[src/rtl/debouncer_multi.sv]
// -----------------------------------------------------------------------------
// debouncer_multi
//   Multi-channel key debouncer. Each channel synchronises its raw key level,
//   normalises it so that 1 means "pressed", and accepts a level change only
//   after it has been seen on GLITCH_TIME_CLK consecutive clock edges. Any
//   sample equal to the current debounced state restarts the count from zero.
//   An accepted change updates the debounced level and fires a one-cycle press
//   or release strobe on the same edge.
//
// Ports
//   clk_i               system clock, all logic on the rising edge
//   rst_i               synchronous, active-high reset
//   key_i               raw asynchronous key levels, one bit per channel
//   key_state_o         debounced level per channel, 1 = pressed
//   key_pressed_stb_o   one-cycle strobe when a press is accepted
//   key_released_stb_o  one-cycle strobe when a release is accepted
// -----------------------------------------------------------------------------
module debouncer_multi #(
  parameter int CHANNELS       = 4,
  parameter int CLK_FREQ_MHZ   = 20,
  parameter int GLITCH_TIME_NS = 200,
  parameter int ACTIVE_LOW     = 1,
  parameter int SYNC_STAGES    = 2
) (
  input  logic                clk_i,
  input  logic                rst_i,
  input  logic [CHANNELS-1:0] key_i,
  output logic [CHANNELS-1:0] key_state_o,
  output logic [CHANNELS-1:0] key_pressed_stb_o,
  output logic [CHANNELS-1:0] key_released_stb_o
);

  localparam int GLITCH_TIME_CLK = GLITCH_TIME_NS * CLK_FREQ_MHZ / 1000;
  // Guarded so the width stays legal while the elaboration error below reports
  // an unusable glitch time.
  localparam int CNT_W = (GLITCH_TIME_CLK < 1) ? 1 : $clog2(GLITCH_TIME_CLK + 1);
  localparam logic [CNT_W-1:0] CNT_LAST = CNT_W'(GLITCH_TIME_CLK - 1);
  // Physical level of a released key; the synchroniser starts from it so that
  // leaving reset never looks like a key edge.
  localparam logic IDLE_LVL = (ACTIVE_LOW != 0) ? 1'b1 : 1'b0;

  if (GLITCH_TIME_CLK < 1) begin : g_bad_glitch
    $error("debouncer_multi: GLITCH_TIME_NS * CLK_FREQ_MHZ / 1000 must be >= 1");
  end
  if (SYNC_STAGES < 2) begin : g_bad_sync
    $error("debouncer_multi: SYNC_STAGES must be >= 2");
  end
  if (CHANNELS < 1) begin : g_bad_chan
    $error("debouncer_multi: CHANNELS must be >= 1");
  end

  for (genvar ch = 0; ch < CHANNELS; ch++) begin : g_ch
    logic [SYNC_STAGES-1:0] r_sync;
    logic [CNT_W-1:0]       r_cnt;
    logic                   r_state;
    logic                   r_press_stb;
    logic                   r_release_stb;
    logic                   w_p;

    // Synchroniser: only r_sync[0] ever samples the asynchronous key_i bit.
    always_ff @(posedge clk_i) begin
      if (rst_i) begin
        r_sync <= {SYNC_STAGES{IDLE_LVL}};
      end else begin
        r_sync <= {r_sync[SYNC_STAGES-2:0], key_i[ch]};
      end
    end

    assign w_p = (ACTIVE_LOW != 0) ? ~r_sync[SYNC_STAGES-1] : r_sync[SYNC_STAGES-1];

    // Stability counter and debounced state
    always_ff @(posedge clk_i) begin
      if (rst_i) begin
        r_cnt         <= '0;
        r_state       <= 1'b0;
        r_press_stb   <= 1'b0;
        r_release_stb <= 1'b0;
      end else begin
        r_press_stb   <= 1'b0;
        r_release_stb <= 1'b0;
        if (w_p == r_state) begin
          r_cnt <= '0;
        end else if (r_cnt == CNT_LAST) begin
          // GLITCH_TIME_CLK consecutive differing samples: accept the change.
          r_cnt         <= '0;
          r_state       <= w_p;
          r_press_stb   <= w_p;
          r_release_stb <= ~w_p;
        end else begin
          r_cnt <= r_cnt + CNT_W'(1);
        end
      end
    end

    assign key_state_o[ch]        = r_state;
    assign key_pressed_stb_o[ch]  = r_press_stb;
    assign key_released_stb_o[ch] = r_release_stb;
  end

endmodule
[config.mk]
export PLATFORM = sky130hd
export DESIGN_NAME = debouncer_multi
export DESIGN_NICKNAME = d
export VERILOG_FILES = /design/src/rtl/debouncer_multi.sv
export SDC_FILE = /design/constraint.sdc
export NUM_CORES = 1
export LEC_CHECK = 0
export BUFFER_PORTS_ARGS = -buffer_cell sky130_fd_sc_hd__buf_2
export CORE_UTILIZATION = 48
export DETAILED_ROUTE_END_ITERATION = 10
export PLACE_DENSITY = 0.72
export SLEW_MARGIN = 20
export SYNTH_ARGS = -nofsm -noshare
export SYNTH_HDL_FRONTEND = slang
export SYNTH_SLANG_ARGS = --single-unit
[constraint.sdc]
create_clock -name clk_i -period 1.1 [get_ports clk_i]
set_input_delay 0.22 -clock clk_i [delete_from_list [all_inputs] [get_ports clk_i]]
set_output_delay 0.22 -clock clk_i [all_outputs]
set_load 0.01 [all_outputs]
==> run_summary.xml <==
<?xml version="1.0" encoding="UTF-8"?>
<metrics>
  <group name="cts">
    <metric name="clkTransAtPathRegs" unit="ns">0.09</metric>
    <metric name="h-tree-depth" unit="">2</metric>
    <metric name="insertion_delay" unit="ns">0.32</metric>
    <metric name="max_clock_buf_depth" unit="">2</metric>
    <metric name="tritoncts_clock_tree" unit="">done</metric>
    <metric name="cts_buffers" unit="">5</metric>
    <metric name="clock-root-buffer" unit="">sky130_fd_sc_hd__clkbuf_4</metric>
    <metric name="tritoncts_num_sinks" unit="">32</metric>
  </group>
  <group name="die">
    <metric name="die_area" unit="µm²">2680</metric>
    <metric name="floorplan.core_area" unit="µm²">2280</metric>
    <metric name="die_y" unit="µm">51.8</metric>
    <metric name="ios" unit="">18</metric>
    <metric name="floorplan.die.width" unit="µm">51.8</metric>
    <metric name="rows" unit="">17</metric>
    <metric name="initial_utilization" unit="%">52.2</metric>
  </group>
  <group name="worst_hold_path">
    <metric name="worst_hold_startpoint" unit="">key_i[2]</metric>
    <metric name="hold_path_stages" unit="">2</metric>
    <metric name="min-delay-path-class" unit="">input pin to register</metric>
  </group>
  <group name="synthesis">
    <metric name="yosysWarningCount" unit="">0</metric>
    <metric name="yosys_register_bits" unit="">32</metric>
    <metric name="synth.top_cells.by_count" unit="">sky130_fd_sc_hd__dfxtp_1, sky130_fd_sc_hd__buf_4, sky130_fd_sc_hd__ha_1, sky130_fd_sc_hd__or2_2, sky130_fd_sc_hd__nor4_1</metric>
    <metric name="yosys-top-cells-area" unit="">sky130_fd_sc_hd__dfxtp_1, sky130_fd_sc_hd__ha_1, sky130_fd_sc_hd__buf_4</metric>
    <metric name="synth_xor_area_share" unit="%">2.95</metric>
    <metric name="postSynthCellCount" unit="">99</metric>
    <metric name="synth-compound-area-share" unit="%">2.53</metric>
    <metric name="mappedNetlistNets" unit="">113</metric>
    <metric name="yosys-mux-area-fraction" unit="%">0</metric>
    <metric name="synth_top_family_by_area" unit="">simple AND/OR/NAND/NOR gates</metric>
    <metric name="synth-edff-count" unit="">0</metric>
    <metric name="synth_async_reset_ratio" unit="%">0</metric>
    <metric name="synthMostInstantiatedCell" unit="">sky130_fd_sc_hd__dfxtp_1</metric>
    <metric name="dominantRegCellSynth" unit="">sky130_fd_sc_hd__dfxtp_1</metric>
    <metric name="post_synth_instance_area" unit="µm²">1190</metric>
    <metric name="synth.lib_cells_used.distinct" unit="">16</metric>
    <metric name="synth-adder-area-share" unit="%">8.42</metric>
    <metric name="sequential_area_share_after_synthesis" unit="%">53.9</metric>
    <metric name="avgSynthCellArea" unit="µm²">12.0</metric>
    <metric name="post-synth-top-area-fraction" unit="%">53.9</metric>
    <metric name="synth_top_cell_by_area" unit="">sky130_fd_sc_hd__dfxtp_1</metric>
    <metric name="synth_simple_gate_area_share" unit="%">21.6</metric>
  </group>
  <group name="timing">
    <metric name="final_period_minus_worst_setup_slack" unit="ns">1.08</metric>
    <metric name="setup_viol" unit="">0</metric>
    <metric name="finalHoldViolations" unit="">0</metric>
    <metric name="fin_worst_skew" unit="ns">0.00257</metric>
    <metric name="final_min_period_over_clock_period" unit="%">98.4</metric>
    <metric name="max_freq" unit="MHz">923</metric>
    <metric name="report.final.slew_viol_count" unit="">0</metric>
    <metric name="unrepaired_setup_endpoints_after_global_routing" unit="">yes</metric>
    <metric name="holdWs" unit="ns">0.0768</metric>
    <metric name="worst_slew_pin_slew" unit="ns">0.510</metric>
    <metric name="timing.slew.headroom" unit="%">66.0</metric>
  </group>
  <group name="status">
    <metric name="status" unit="">finished clean</metric>
  </group>
  <group name="global_routing">
    <metric name="number_of_antenna_violations_at_the_first_check_in_global_routing" unit="">0</metric>
    <metric name="total_global_routing_overflow" unit="">0</metric>
    <metric name="grt_pass1_vias" unit="">641</metric>
    <metric name="grt.total_usage" unit="%">15.0</metric>
    <metric name="grt_max_degree" unit="">29</metric>
    <metric name="grt_first_pass_wirelength" unit="µm">2820</metric>
  </group>
  <group name="setup_path">
    <metric name="critPathSlowestCell" unit="">sky130_fd_sc_hd__dfxtp_1</metric>
    <metric name="critPathCaptureType" unit="">register</metric>
    <metric name="critical_path.startpoint_type" unit="">register</metric>
    <metric name="critical_path_fanouts_max" unit="">7</metric>
    <metric name="critPathMaxStageDelay" unit="ns">0.36</metric>
    <metric name="r2r-start" unit="">g_ch[3].r_cnt[0]</metric>
    <metric name="crit_path_start" unit="">g_ch[3].r_cnt[0]</metric>
    <metric name="worstPathCellList" unit="">ha_2 &gt; ha_4 &gt; nor2_1 &gt; a211oi_1</metric>
    <metric name="worst-path-buf-inv" unit="">0</metric>
    <metric name="number_of_cells_on_the_worst_reg_to_reg_path" unit="">4</metric>
    <metric name="rrSetupSlack" unit="ns">0.02</metric>
    <metric name="path_delay_family" unit="">adder cells</metric>
    <metric name="path_depth" unit="">4</metric>
    <metric name="critical_path_required" unit="ns">1.32</metric>
    <metric name="type_of_the_worst_setup_path" unit="">register to register</metric>
    <metric name="worst-endpoint-arrival" unit="ns">1.31</metric>
  </group>
  <group name="finish">
    <metric name="instances_no_fill" unit="">141</metric>
    <metric name="multi_input_comb_area" unit="µm²">542</metric>
    <metric name="final_area" unit="µm²">1420</metric>
    <metric name="finish.utilization" unit="%">62.5</metric>
    <metric name="n_antenna_cell" unit="">0</metric>
    <metric name="nFillCells" unit="">191</metric>
    <metric name="nets" unit="">126</metric>
    <metric name="layout-area-overhead-vs-synth" unit="%">19.6</metric>
    <metric name="final_layout_size_suffix_gt1_share" unit="%">55.8</metric>
    <metric name="ff_latch_area" unit="µm²">653</metric>
  </group>
  <group name="drt">
    <metric name="routed_wl" unit="µm">1750</metric>
    <metric name="drc" unit="">0</metric>
    <metric name="ant_nets" unit="">0</metric>
    <metric name="drt-initial-drc-count" unit="">5</metric>
    <metric name="viasPerCell" unit="">5.20</metric>
    <metric name="wire_per_inst" unit="µm">12.4</metric>
    <metric name="firstDrtPassIters" unit="">2</metric>
    <metric name="vias" unit="">733</metric>
  </group>
  <group name="place">
    <metric name="port_buffer_count" unit="">17</metric>
    <metric name="dpl.hpwl" unit="µm">1010</metric>
    <metric name="place_inst" unit="">131</metric>
    <metric name="place_area" unit="µm²">1210</metric>
    <metric name="finalWeightedCongestion" unit="">0.654</metric>
  </group>
  <group name="flow_run">
    <metric name="maxCapViolCount" unit="">0</metric>
  </group>
  <group name="pwr">
    <metric name="total_power" unit="W">0.00193</metric>
    <metric name="peakVddDrop" unit="V">0.00101</metric>
    <metric name="power.static_leakage" unit="nW">0.552</metric>
    <metric name="power_density" unit="nW/µm²">1360</metric>
  </group>
</metrics>
sequential cells by signal, summed over array words and instances (netlist names):
name / flops
g_ch.r_sync: 8
g_ch.r_release_stb: 4
g_ch.r_press_stb: 4
g_ch.r_cnt: 12
g_ch.r_state: 4
final cells by class:
| cell class | instances | area share, % |
|---|---|---|
| clock inverters | 2 | 0.704 |
| multi-input cells | 48 | 38.1 |
| clock buffers | 6 | 3.61 |
| flip-flops and latches | 32 | 46.0 |
| well taps | 28 | 2.46 |
| repair buffers | 21 | 8.10 |
| inverters | 4 | 1.06 |
stage by stage:
step | setup TNS (ns) | setup slack (ns)
floorplan | 0 | 0.0401
global placement | -0.0208 | -0.0163
detailed placement | -0.413 | -0.0626
CTS | 0 | 0.00396
global route | -0.189 | -0.0472
finish | 0 | 0.0171
power by group:
part | total (W) | internal [W] | switching [W]
logic | 0.0000645 | 0.0000295 | 0.0000350
clock network | 0.000680 | 0.000304 | 0.000376
registers | 0.00118 | 0.00117 | 0.0000122
layout by cell type (no fill, tap or decap):
| cell | synthesis | routed |
|---|---|---|
| sky130_fd_sc_hd__xor2_1 | 4 | 4 |
| sky130_fd_sc_hd__dfxtp_2 | 0 | 4 |
| sky130_fd_sc_hd__nor4_2 | 1 | 4 |
| sky130_fd_sc_hd__ha_4 | 0 | 4 |
| sky130_fd_sc_hd__ha_2 | 0 | 4 |
| sky130_fd_sc_hd__a211oi_2 | 0 | 1 |
| sky130_fd_sc_hd__clkinv_2 | 0 | 2 |
| sky130_fd_sc_hd__dfxtp_1 | 32 | 26 |
| sky130_fd_sc_hd__nor4_1 | 7 | 4 |
| sky130_fd_sc_hd__dfxtp_4 | 0 | 2 |
| sky130_fd_sc_hd__or2_2 | 8 | 8 |
| sky130_fd_sc_hd__clkbuf_8 | 0 | 1 |
| sky130_fd_sc_hd__nor4b_4 | 0 | 2 |
| sky130_fd_sc_hd__inv_1 | 4 | 4 |
| sky130_fd_sc_hd__clkbuf_4 | 0 | 5 |
| sky130_fd_sc_hd__buf_2 | 1 | 17 |
| sky130_fd_sc_hd__and4b_1 | 4 | 4 |
| sky130_fd_sc_hd__buf_4 | 12 | 4 |
| sky130_fd_sc_hd__nor4b_2 | 4 | 5 |
| sky130_fd_sc_hd__a211oi_1 | 4 | 3 |
| sky130_fd_sc_hd__nor4b_1 | 4 | 1 |
| sky130_fd_sc_hd__nor2_1 | 4 | 4 |
path summary, 6_finish.rpt:
path                       end
max reg2reg    g_ch[3].r_state
max            g_ch[3].r_state
min reg2reg   g_ch[0].r_cnt[0]
min          g_ch[2].r_sync[0]
routing by layer:
layer / up-vias / GRT usage [%] / wire length (µm)
li1: 366 / - / -
met1: 342 / 16.8 / 770
met2: 19 / 22.9 / 843
met3: 6 / 6.14 / 95
met4: 0 / 10.8 / 38
met5: - / 0 / 0
logic make-up after synthesis:
family                   Yosys count
AND/OR/NAND/NOR                   32
flip-flops                        32
buffers and inverters             19
adder cells (fa/ha/maj)            8
AO/OA/AOI/OAI                      4
XOR/XNOR                           4
worst reg2reg max path, cell delays in order, from the launching register on:
cell                       delay (ns)
sky130_fd_sc_hd__dfxtp_1         0.36
sky130_fd_sc_hd__ha_2            0.21
sky130_fd_sc_hd__ha_4            0.19
sky130_fd_sc_hd__nor2_1          0.05
sky130_fd_sc_hd__a211oi_1        0.19
repair_timing:
item | 4_1_cts | 5_1_grt
hold buffers | 0 | 0
endpoints found under the setup margin | 25 | 19
setup buffers | 0 | 2
endpoints found under the hold margin | 0 | 0
resized for setup | 16 | 13
pin swaps | 4 | 3
(Power assumes the default switching activity.)
